File: src/rtl/fifo_rd_streamer.sv
// fifo_rd_streamer
// Pulls words out of an upstream FIFO whose read data arrives one cycle after
// an accepted read, parks them in a 2-entry skid buffer and presents them on a
// valid/ready stream framed into PKT_LEN-word packets by m_last.
//
// Optional feature: define FIFO_RD_STREAMER_CNT_EN to add the word_cnt output
// (saturating 32-bit count of words handed downstream).
//
// Ports
//   clk_rd        single clock, all state changes on its rising edge
//   rd_rst        synchronous, active-high reset
//   fifo_empty    upstream FIFO empty flag (clk_rd domain)
//   fifo_rd_en    read request to the upstream FIFO
//   fifo_rd_data  upstream read data, valid the cycle after an accepted read
//   m_valid       m_data/m_last hold a word
//   m_ready       sink accepts the word
//   m_data        oldest buffered word
//   m_last        final word of the current packet
//   word_cnt      (FIFO_RD_STREAMER_CNT_EN only) saturating pop count
//
// Handshake: a word moves downstream in every cycle where m_valid && m_ready.
// Once m_valid rises it stays high, with m_data/m_last unchanged, until that
// transfer happens. A read is accepted upstream when fifo_rd_en && !fifo_empty.
module fifo_rd_streamer #(
    parameter int DATA_WIDTH = 32,
    parameter int PKT_LEN    = 4
) (
    input  logic                  clk_rd,
    input  logic                  rd_rst,
    input  logic                  fifo_empty,
    output logic                  fifo_rd_en,
    input  logic [DATA_WIDTH-1:0] fifo_rd_data,
    output logic                  m_valid,
    input  logic                  m_ready,
    output logic [DATA_WIDTH-1:0] m_data,
    output logic                  m_last
`ifdef FIFO_RD_STREAMER_CNT_EN
    ,
    output logic [31:0]           word_cnt
`endif
);

    localparam logic [15:0] LAST_BEAT = 16'(PKT_LEN - 1);

    logic [1:0]            occ_q, occ_d;
    logic                  inflight_q, inflight_d;
    logic [DATA_WIDTH-1:0] buf0_q, buf0_d;   // head (oldest word)
    logic [DATA_WIDTH-1:0] buf1_q, buf1_d;
    logic [15:0]           beat_q, beat_d;

    logic       pop;
    logic       capture;
    logic       rd_fire;
    logic [2:0] committed;

    always_comb begin
        pop     = (occ_q != 2'd0) && m_ready;
        capture = inflight_q;

        // Slots already spoken for once this cycle's pop leaves. pop implies
        // occ_q >= 1, so this never underflows.
        committed  = {1'b0, occ_q} + {2'b00, inflight_q} - {2'b00, pop};
        fifo_rd_en = !rd_rst && !fifo_empty && (committed < 3'd2);
        rd_fire    = fifo_rd_en && !fifo_empty;

        occ_d  = occ_q;
        buf0_d = buf0_q;
        buf1_d = buf1_q;
        unique case ({capture, pop})
            2'b10: begin
                if (occ_q == 2'd0) buf0_d = fifo_rd_data;
                else               buf1_d = fifo_rd_data;
                occ_d = occ_q + 2'd1;
            end
            2'b01: begin
                buf0_d = buf1_q;
                occ_d  = occ_q - 2'd1;
            end
            2'b11: begin
                // Occupancy unchanged; the new word goes behind whatever remains.
                if (occ_q == 2'd1) begin
                    buf0_d = fifo_rd_data;
                end else begin
                    buf0_d = buf1_q;
                    buf1_d = fifo_rd_data;
                end
            end
            default: ;
        endcase

        inflight_d = rd_fire;

        beat_d = beat_q;
        if (pop) beat_d = (beat_q == LAST_BEAT) ? 16'd0 : beat_q + 16'd1;
    end

    always_ff @(posedge clk_rd) begin
        if (rd_rst) begin
            // Clearing inflight_q drops any word still on its way from the FIFO.
            occ_q      <= 2'd0;
            inflight_q <= 1'b0;
            buf0_q     <= '0;
            buf1_q     <= '0;
            beat_q     <= 16'd0;
        end else begin
            occ_q      <= occ_d;
            inflight_q <= inflight_d;
            buf0_q     <= buf0_d;
            buf1_q     <= buf1_d;
            beat_q     <= beat_d;
        end
    end

    assign m_valid = (occ_q != 2'd0);
    assign m_data  = buf0_q;
    assign m_last  = (beat_q == LAST_BEAT);

`ifdef FIFO_RD_STREAMER_CNT_EN
    logic [31:0] word_cnt_q, word_cnt_d;

    always_comb begin
        word_cnt_d = word_cnt_q;
        if (pop && (word_cnt_q != 32'hFFFF_FFFF)) word_cnt_d = word_cnt_q + 32'd1;
    end

    always_ff @(posedge clk_rd) begin
        if (rd_rst) word_cnt_q <= 32'd0;
        else        word_cnt_q <= word_cnt_d;
    end

    assign word_cnt = word_cnt_q;
`endif

endmodule

File: config.mk
export PLATFORM = sky130hd
export DESIGN_NAME = fifo_rd_streamer
export DESIGN_NICKNAME = d
export VERILOG_FILES = /design/src/rtl/fifo_rd_streamer.sv
export SDC_FILE = /design/constraint.sdc
export NUM_CORES = 1
export LEC_CHECK = 0
export BUFFER_PORTS_ARGS = -buffer_cell sky130_fd_sc_hd__buf_2
export CAP_MARGIN = 0
export CELL_PAD_IN_SITES_DETAIL_PLACEMENT = 0
export CELL_PAD_IN_SITES_GLOBAL_PLACEMENT = 1
export CORE_ASPECT_RATIO = 1.5
export CORE_MARGIN = 2
export CORE_UTILIZATION = 42
export DETAILED_ROUTE_END_ITERATION = 10
export GPL_ROUTABILITY_DRIVEN = 0
export PLACE_DENSITY = 0.78
export SYNTH_ARGS = -nofsm -noshare
export SYNTH_HDL_FRONTEND = slang
export SYNTH_SLANG_ARGS = --single-unit
File: constraint.sdc
create_clock -name clk_rd -period 2.76 [get_ports clk_rd]
set_input_delay 0.276 -clock clk_rd [delete_from_list [all_inputs] [get_ports clk_rd]]
set_output_delay 0.276 -clock clk_rd [all_outputs]
set_load 0.02 [all_outputs]
==> metrics.cfg, run 1 <==
[route]
routedWlPerCell_um=13.6
dr.pass1.iters=4
wirelength_um=7260
viasPerCell=5.14
remaining_drc_errors=0
routed-via-count=2741
detail-route-antenna-nets=0
drtIter0Drc=107

[setup_path]
slowest_delay_ns=0.36
worst_setup_path_start_kind=flip-flop
crit_chain=inv_1 -> ha_1 -> nand2b_4 -> ha_4 -> nand2b_1 -> fa_2 -> xor2_1 -> nor4b_4 -> buf_4
critPathArrivalTime_ns=2.41
endpoint_kind=output port
r2r_slack_ns=0.46
critical_path_peak_fanout=4
path_class=flip-flop to output port
crit_required_ns=2.48
crit_path_top_delay_cell=dfxtp_4

[min_path]
hold_path.class=input pin to flip-flop

[sta]
hold_viol_final=0
whs_ns=0.164
final-setup-viol-count=0
period_share_pct=97.2
fmax_mhz=373
finalSetupTns_ns=0
finClkSkew_ns=0.00740
drv_slew=0
worst_slew_pin_slew_ns=1.04
slew_headroom_pct=30.8
rsz0062_at_grt=yes
period_minus_slack_ns=2.68

[final_layout]
syn_to_final_growth_pct=22.3
multiInputGateArea_um2=1760
antennaDiodeCount=0
nNetsFinal=462
layout-drive-gt1-share_pct=24.4
fillers=820
final_cells=533
final-seq-area_um2=1670

[clock_tree]
clock_latency_ns=0.33
cts-htree-levels=3
hold_buffers=0
clock-sinks=83
cts.path.max_buffers=2
clk_pin_slew_ns=0.06
tritoncts=done
numCtsBuffers=9
root_buffer=clkbuf_16

[floorplanning]
fp.coreArea_um2=8310
start_util_pct=42.5
die_width_um=78.9
die_h_um=116
rows=41
die_area_um2=9180
boundaryPins=71

[synthesis]
synth_seq_cells=83
synth-async-reset-ratio_pct=0
syn-num-nets=400
synth_warnings=0
ys_seq_area_share_pct=47.0
synth_edf_count=0
synth_compound_area_share_pct=8.39
synthXorXnorAreaFrac_pct=4.21
yosys.cell_count.top_type=dfxtp_1
yosys.area.top_type_share_pct=47.0
syn_avg_cell_area_um2=9.84
synth_top_family_by_area=multiplexers
synthTopCellsByCount=dfxtp_1, nor2_1, mux2i_1
synth_top_cell_by_area=dfxtp_1
syn_inst=359
synthSimpleGateAreaFrac_pct=15.2
syn_area_um2=3530
synthFlopType=dfxtp_1
synth_cell_types=32
synthAdderAreaFrac_pct=1.98
synth.area.mux_share_pct=18.4
synth.area.top_cells=dfxtp_1, mux2i_1, nor2_1, a211oi_1, xnor2_1

[grt]
grt.total_usage_pct=16.9
grt_max_degree=41
grt_pass1_wl_um=12100
grt_pass1_vias=2568
antenna_found_initial=0
gr-total-overflow=0

[power]
total_power_mw=4.59
p_leak_nw=1.86
power_density_nw_per_um2=1060
power.ir.vdd_worst_uv=523

[placement]
dp_hpwl_um=4700
port_buffers=70
placed_cells=517

[run]
cap_violations=0

[outcome]
status=finished clean

## worst paths after layout
kind                            startpoint         end  cells after the start
worst max register to register    occ_q[1]  m_data[20]                      7
worst min register to register  buf1_q[30]  buf1_q[30]                      2
worst max-delay path              occ_q[1]  fifo_rd_en                      9
worst min-delay path            fifo_empty     capture                      2
## cells by family after synthesis
logic type	count (synthesis)
AO/OA/AOI/OAI	39
flip-flops	83
AND/OR/NAND/NOR	118
buffers and inverters	32
multiplexers	65
XOR/XNOR	17
adder cells (fa/ha/maj)	5
## critical path: cells and delay by family, from the launching register on
family | cells | cell delay [ns]
xor gates and xnor gates | 1 | 0.18
adders and majority gates | 3 | 0.76
buffers and inverters | 2 | 0.24
DFF | 1 | 0.36
and+or+nand+nor | 3 | 0.52
## layout make-up
cell class / instances / area share (%)
Multi-Input combinational cell: 244 / 40.7
Clock buffer: 13 / 6.25
Clock inverter: 3 / 1.04
Timing Repair Buffer: 76 / 9.78
Sequential cell: 83 / 38.6
Tap cell: 107 / 3.10
Inverter: 7 / 0.608
## routing by layer
metal / share of wire [%] / vias up / track usage [%]
li1: - / 1384 / -
met1: 44 / 1306 / 20.1
met2: 51 / 44 / 29.5
met4: 1.5 / 0 / 6.09
met3: 3.0 / 7 / 4.48
met5: 0 / - / 0
## metrics by stage
stage / util, % / setup slack (ns) / area (um^2)
6_report: 52.0 / 0.0775 / 4320
5_1_grt: 52.0 / -0.0485 / 4320
4_1_cts: 51.9 / 0.0118 / 4310
3_5_place_dp: 47.8 / 0.144 / 3970
3_3_place_gp: 47.8 / 0.232 / 3970
2_1_floorplan: - / 0.0803 / 3550
## state kept, by name, indices dropped and copies added (netlist names)
| name | flops |
|---|---|
| buf1_q | 32 |
| occ_q | 2 |
| m_data | 32 |
| beat_q | 16 |
| capture | 1 |
## power by group
part,internal (mW),switching [mW]
registers,1.52,0.174
logic,0.671,0.997
clock network,0.775,0.461
total,2.96,1.63
## layout by cell type (no fill, tap or decap), types with 2 or more instances in the layout
cell,instances
xor2_1,7
dfxtp_1,81
nor4b_1,2
buf_12,2
clkinvlp_4,2
inv_1,7
nor2_1,82
nand4_1,3
clkbuf_16,9
nand2_1,4
nor3_1,5
ha_1,3
nor4_1,8
buf_4,5
nand3_1,3
a211oi_1,33
mux2i_1,65
nand4b_1,2
a31o_2,2
clkbuf_8,3
xnor2_1,10
buf_2,69
## repair_timing
action | 4_1_cts | 5_1_grt
endpoints found under the hold margin | 0 | 0
cloned | 0 | 0
resized for setup | 5 | 3
endpoints found under the setup margin | 1 | 1
pin swaps | 1 | 0
setup buffers | 0 | 0
No activity file was read; power rests on OpenSTA's default activity.
==> inputs of run 2 (changes only) <==
CORE_UTILIZATION = 43   (was 42)
CTS_BUF_LIST = sky130_fd_sc_hd__clkbuf_8   (was default)
PLACE_DENSITY = 0.79   (was 0.78)
==> run 2 against run 1 <==
Flip-flop and latch count unchanged. Via count decreased by 1.5%. First-iteration DRC count increased by 79%. Clock-buffer cell count decreased by 4. Fmax increased by 0.12%. Non-clock buffer count increased by 4. Register-to-register slack improved by 0.02 ns. Utilization increased by 1.8 points. Clock power decreased by 9%. Global-route usage increased by 0.34 points. Largest power group is now combinational logic.
==> metrics.cfg, run 2 (synthesized netlist as in run 1, its figures left out) <==
[final_layout]
fin_area_um2=4310
final-seq-area_um2=1660
fillers=765
layout-drive-gt1-share_pct=25.8
layout_commonest_cell=nor2_1
final_cell_mix=nor2_1, dfxtp_1, buf_2
nNetsFinal=466
multiInputGateArea_um2=1770
syn_to_final_growth_pct=21.9
antennaDiodeCount=0

[clock_tree]
clk_pin_slew_ns=0.08
tritoncts=done
cts.path.max_buffers=2
hold_buffers=0
numCtsBuffers=9
root_buffer=clkbuf_8
cts-htree-levels=3
clock_latency_ns=0.36
clock-sinks=83

[setup_path]
crit_chain=inv_1 -> ha_2 -> nand2b_4 -> ha_4 -> nand2b_4 -> fa_2 -> xor2_2 -> nor4b_4 -> buf_4
crit_buf_inv=2
crit_path_top_delay_cell=fa_2
cpMostUsedCell=nand2b_4
crit_required_ns=2.48
critical_path_peak_fanout=3
endpoint_kind=output port
worst_setup_path_start_kind=flip-flop
slowest_delay_ns=0.40
path_class=flip-flop to output port
r2r_cells=7
rr_endpoint=m_data[21]
endpoint=fifo_rd_en
worst-path-stages=9
startpoint=occ_q[1]
cp_top_family=adder cells
critPathArrivalTime_ns=2.40
r2r_slack_ns=0.48
worstReg2RegStart=occ_q[1]

[sta]
worst_slew_pin_slew_ns=1.03
drv_slew=0
setup_slack_ns=0.0807
finalSetupTns_ns=0
whs_ns=0.133
period_minus_slack_ns=2.68
slew_headroom_pct=31.3
hold_viol_final=0
finClkSkew_ns=0.00611
period_share_pct=97.1
rsz0062_at_grt=no
final-setup-viol-count=0
fmax_mhz=373

[power]
internal_power_mw=2.93
switchingPower_mw=1.63
power.ir.vdd_worst_uv=596
switching_share_pct=35.7
combPwrFrac_pct=38.4
pwr-share-seq_pct=36.8
p_leak_nw=1.87
power_density_nw_per_um2=1060
clkPwrFrac_pct=24.8

[grt]
grt_use_met2_pct=28.2
grt_pass1_wl_um=12200
grt_pass1_vias=2595
grt_max_degree=65
grt.total_usage_pct=17.3
met1_usage_pct=20.8
grt_use_met3_pct=4.08
antenna_found_initial=0
gr-total-overflow=0
top_usage_layer=met2

[placement]
dp_slack_ns=0.164
dp_hpwl_um=4590
port_buffers=70
place_area_um2=3960

[outcome]
status=finished clean

[floorplanning]
fp.coreArea_um2=8010
die_width_um=78.0
boundaryPins=71
die_area_um2=8970
die_h_um=115
start_util_pct=44.1
rows=40

[route]
routedWlPerCell_um=13.4
routed-via-count=2700
detail-route-antenna-nets=0
drtIter0Drc=191
wirelength_um=7160
dr.pass1.iters=6
viasPerCell=5.05
remaining_drc_errors=0

[run]
cap_violations=0

[min_path]
hold_path.class=input pin to flip-flop

run 2: repair_timing:
action,CTS,global route
setup buffers,2,3
pin swaps,0,3
gates cloned,0,0
gates resized for setup,5,4
endpoints found under the setup margin,1,1
run 2: routing by layer:
metal	routed length [um]	vias up
li1	-	1379
met1	3180	1242
met2	3480	63
met3	294	16
met4	209	0
met5	0	-
run 2: through the flow:
step                util [%]  instances  total power, mW
floorplan                  -        359             2.91
detailed placement      49.5        514             3.38
global route            53.8        535             4.85
finish                  53.8        535             4.56
CTS                     53.3        532             4.56
global placement        49.5        514             3.35
run 2: power by group through the flow:
stage | Sequential [mW] | Combinational [mW] | Clock [mW]
6_report | 1.68 | 1.75 | 1.13
2_1_floorplan | 1.97 | 0.934 | 0
4_1_cts | 1.68 | 1.72 | 1.16
5_1_grt | 1.72 | 1.92 | 1.21
3_3_place_gp | 1.70 | 1.65 | 0
3_5_place_dp | 1.70 | 1.68 | 0
run 2: layout make-up:
type                    instances  area share (%)
clock buffers                   9            2.88
clock inverters                 7            3.22
inverters                       7           0.610
multi-input cells             244            41.1
flip-flops and latches         83            38.6
well taps                     105            3.05
repair buffers                 80            10.5
run 2: worst reg2reg max path, delay by kind of cell (launching register included):
family	cells	cell delay, ns
buffers and inverters	2	0.27
multiplexers	1	0.21
AND/OR/NAND/NOR	1	0.13
adder cells (fa/ha/maj)	1	0.18
flip-flops	1	0.33
AO/OA/AOI/OAI	2	1.08
run 2: worst min-delay path by stage:
| stage | start | end | slack, ns | depth (start not counted) |
|---|---|---|---|---|
| 2_1_floorplan | fifo_empty | capture | 0.35 | 1 |
| 3_3_place_gp | buf1_q[19] | buf1_q[19] | 0.47 | 2 |
| 3_5_place_dp | buf1_q[14] | buf1_q[14] | 0.48 | 2 |
| 4_1_cts | fifo_empty | capture | 0.11 | 2 |
| 5_1_grt | fifo_empty | capture | 0.14 | 2 |
| 6_report | fifo_empty | capture | 0.13 | 2 |
==> inputs of run 3 (changes only) <==
CORE_UTILIZATION = 39   (was 43)
PLACE_DENSITY = 0.76   (was 0.79)
clock period = 2.3 ns   (was 2.76 ns; I/O delays follow)
==> run 3 against run 2 <==
The flow now finishes with violations (setup timing). Clock skew is 0.0036 ns higher. Sequential share of layout area is 0.46 points higher. Utilization is 5.4 points lower. Total power is 11% higher. Global-route usage is 1.4 points lower. Clock-buffer cell count is 2 higher.
==> metrics.cfg, run 3 (synthesized netlist as in run 1, its figures left out) <==
[sta]
period_minus_slack_ns=2.51
slew_headroom_pct=56.2
finClkSkew_ns=0.00972
rsz0062_at_grt=yes
period_share_pct=109
hold_viol_final=0
fmax_mhz=398
drv_slew=0
final-setup-viol-count=1
finalSetupTns_ns=-0.214
setup_slack_ns=-0.214
worst_slew_pin_slew_ns=0.656

[final_layout]
fillers=875
layout_commonest_cell=nor2_1
layout-drive-gt1-share_pct=26.3
final_cell_mix=nor2_1, dfxtp_1, buf_2
multiInputGateArea_um2=1780
final-seq-area_um2=1670
syn_to_final_growth_pct=20.9
nNetsFinal=470
antennaDiodeCount=0

[min_path]
hold_start=fifo_empty
holdPathStages=2
min_to=capture
hold_path.class=input pin to flip-flop

[setup_path]
r2r_cells=8
rr_endpoint=m_data[22]
worst_setup_path_start_kind=flip-flop
r2r_slack_ns=0.31
endpoint_kind=output port
path_class=flip-flop to output port
crit_required_ns=2.07
critical_path_peak_fanout=2
worstReg2RegStart=occ_q[1]
critPathArrivalTime_ns=2.28

[route]
detail-route-antenna-nets=0
drtIter0Drc=80
routed-via-count=2730
remaining_drc_errors=0
viasPerCell=5.03
dr.pass1.iters=4
routedWlPerCell_um=13.6
wirelength_um=7370

[clock_tree]
clk_pin_slew_ns=0.08
clock-sinks=83
cts-htree-levels=3
root_buffer=clkbuf_8
clock_latency_ns=0.35
numCtsBuffers=9
tritoncts=done
cts.path.max_buffers=2

[grt]
gr-total-overflow=0
grt_max_degree=41
grt_pass1_wl_um=11900
grt.total_usage_pct=15.8
grt_pass1_vias=2487
antenna_found_initial=0

[run]
cap_violations=0

[floorplanning]
die_area_um2=9850
boundaryPins=71
fp.coreArea_um2=8830
start_util_pct=40.0
rows=42
die_width_um=81.7
die_h_um=121

[placement]
port_buffers=70
dp_hpwl_um=5050
dp_slack_ns=-0.00299

[power]
power_density_nw_per_um2=1180
p_leak_nw=1.86
power.ir.vdd_worst_uv=541

[outcome]
status=finished, violations left
violations=setup timing

run 3: stage by stage:
stage | instances | utilization [%] | hold slack [ns] | instance area (um^2) | total power [mW]
2_1_floorplan | 359 | - | 0.307 | 3610 | 3.57
3_3_place_gp | 528 | 46.4 | 0.451 | 4100 | 4.14
3_5_place_dp | 528 | 46.4 | 0.453 | 4100 | 4.18
4_1_cts | 543 | 48.4 | 0.0769 | 4270 | 5.13
5_1_grt | 543 | 48.4 | 0.0994 | 4270 | 5.43
6_report | 543 | 48.4 | 0.0930 | 4270 | 5.05
run 3: worst max-delay path by stage:
stage               cells past startpoint  slack (ns)     start         end
CTS                                     9       -0.24  occ_q[1]  fifo_rd_en
global placement                        9        0.03  occ_q[1]  fifo_rd_en
finish                                  9       -0.21  occ_q[1]  fifo_rd_en
detailed placement                      9      -0.003  occ_q[1]  fifo_rd_en
global route                            9       -0.34  occ_q[1]  fifo_rd_en
floorplan                               9       -0.12  occ_q[1]  fifo_rd_en
run 3: per-layer routing:
| layer | track usage (%) | share of wire, % |
|---|---|---|
| met1 | 18.7 | 44 |
| met2 | 26.5 | 50 |
| met3 | 2.46 | 3.2 |
| met4 | 9.38 | 2.6 |
| met5 | 0 | 0 |
run 3: layout make-up:
class / instances / share of cell area [%]
Multi-Input combinational cell: 244 / 41.7
Sequential cell: 83 / 39.1
Tap cell: 110 / 3.22
Clock inverter: 4 / 0.469
Clock buffer: 11 / 3.55
Timing Repair Buffer: 84 / 11.3
Inverter: 7 / 0.674
run 3: repair_timing:
item                       CTS  global route
hold buffers                 0             0
hold endpoints to repair     0             0
setup endpoints to repair    1             1
gates resized for setup      1             0
pin swaps                    3             0
setup buffers                0             0
run 3: worst max-delay path, stage by stage (launching register included):
cell	delay [ns]
dfxtp_4	0.37
inv_4	0.04
ha_4	0.15
nand2b_4	0.14
ha_4	0.21
nand2b_4	0.14
fa_2	0.35
xor2_2	0.17
nor4b_4	0.20
buf_4	0.17
run 3: power breakdown:
group | leakage, nW | total [mW] | internal (mW) | switching (mW)
registers | 0.677 | 2.02 | 1.82 | 0.202
logic | 1.09 | 2.09 | 0.863 | 1.23
clock network | 0.0938 | 0.938 | 0.436 | 0.502
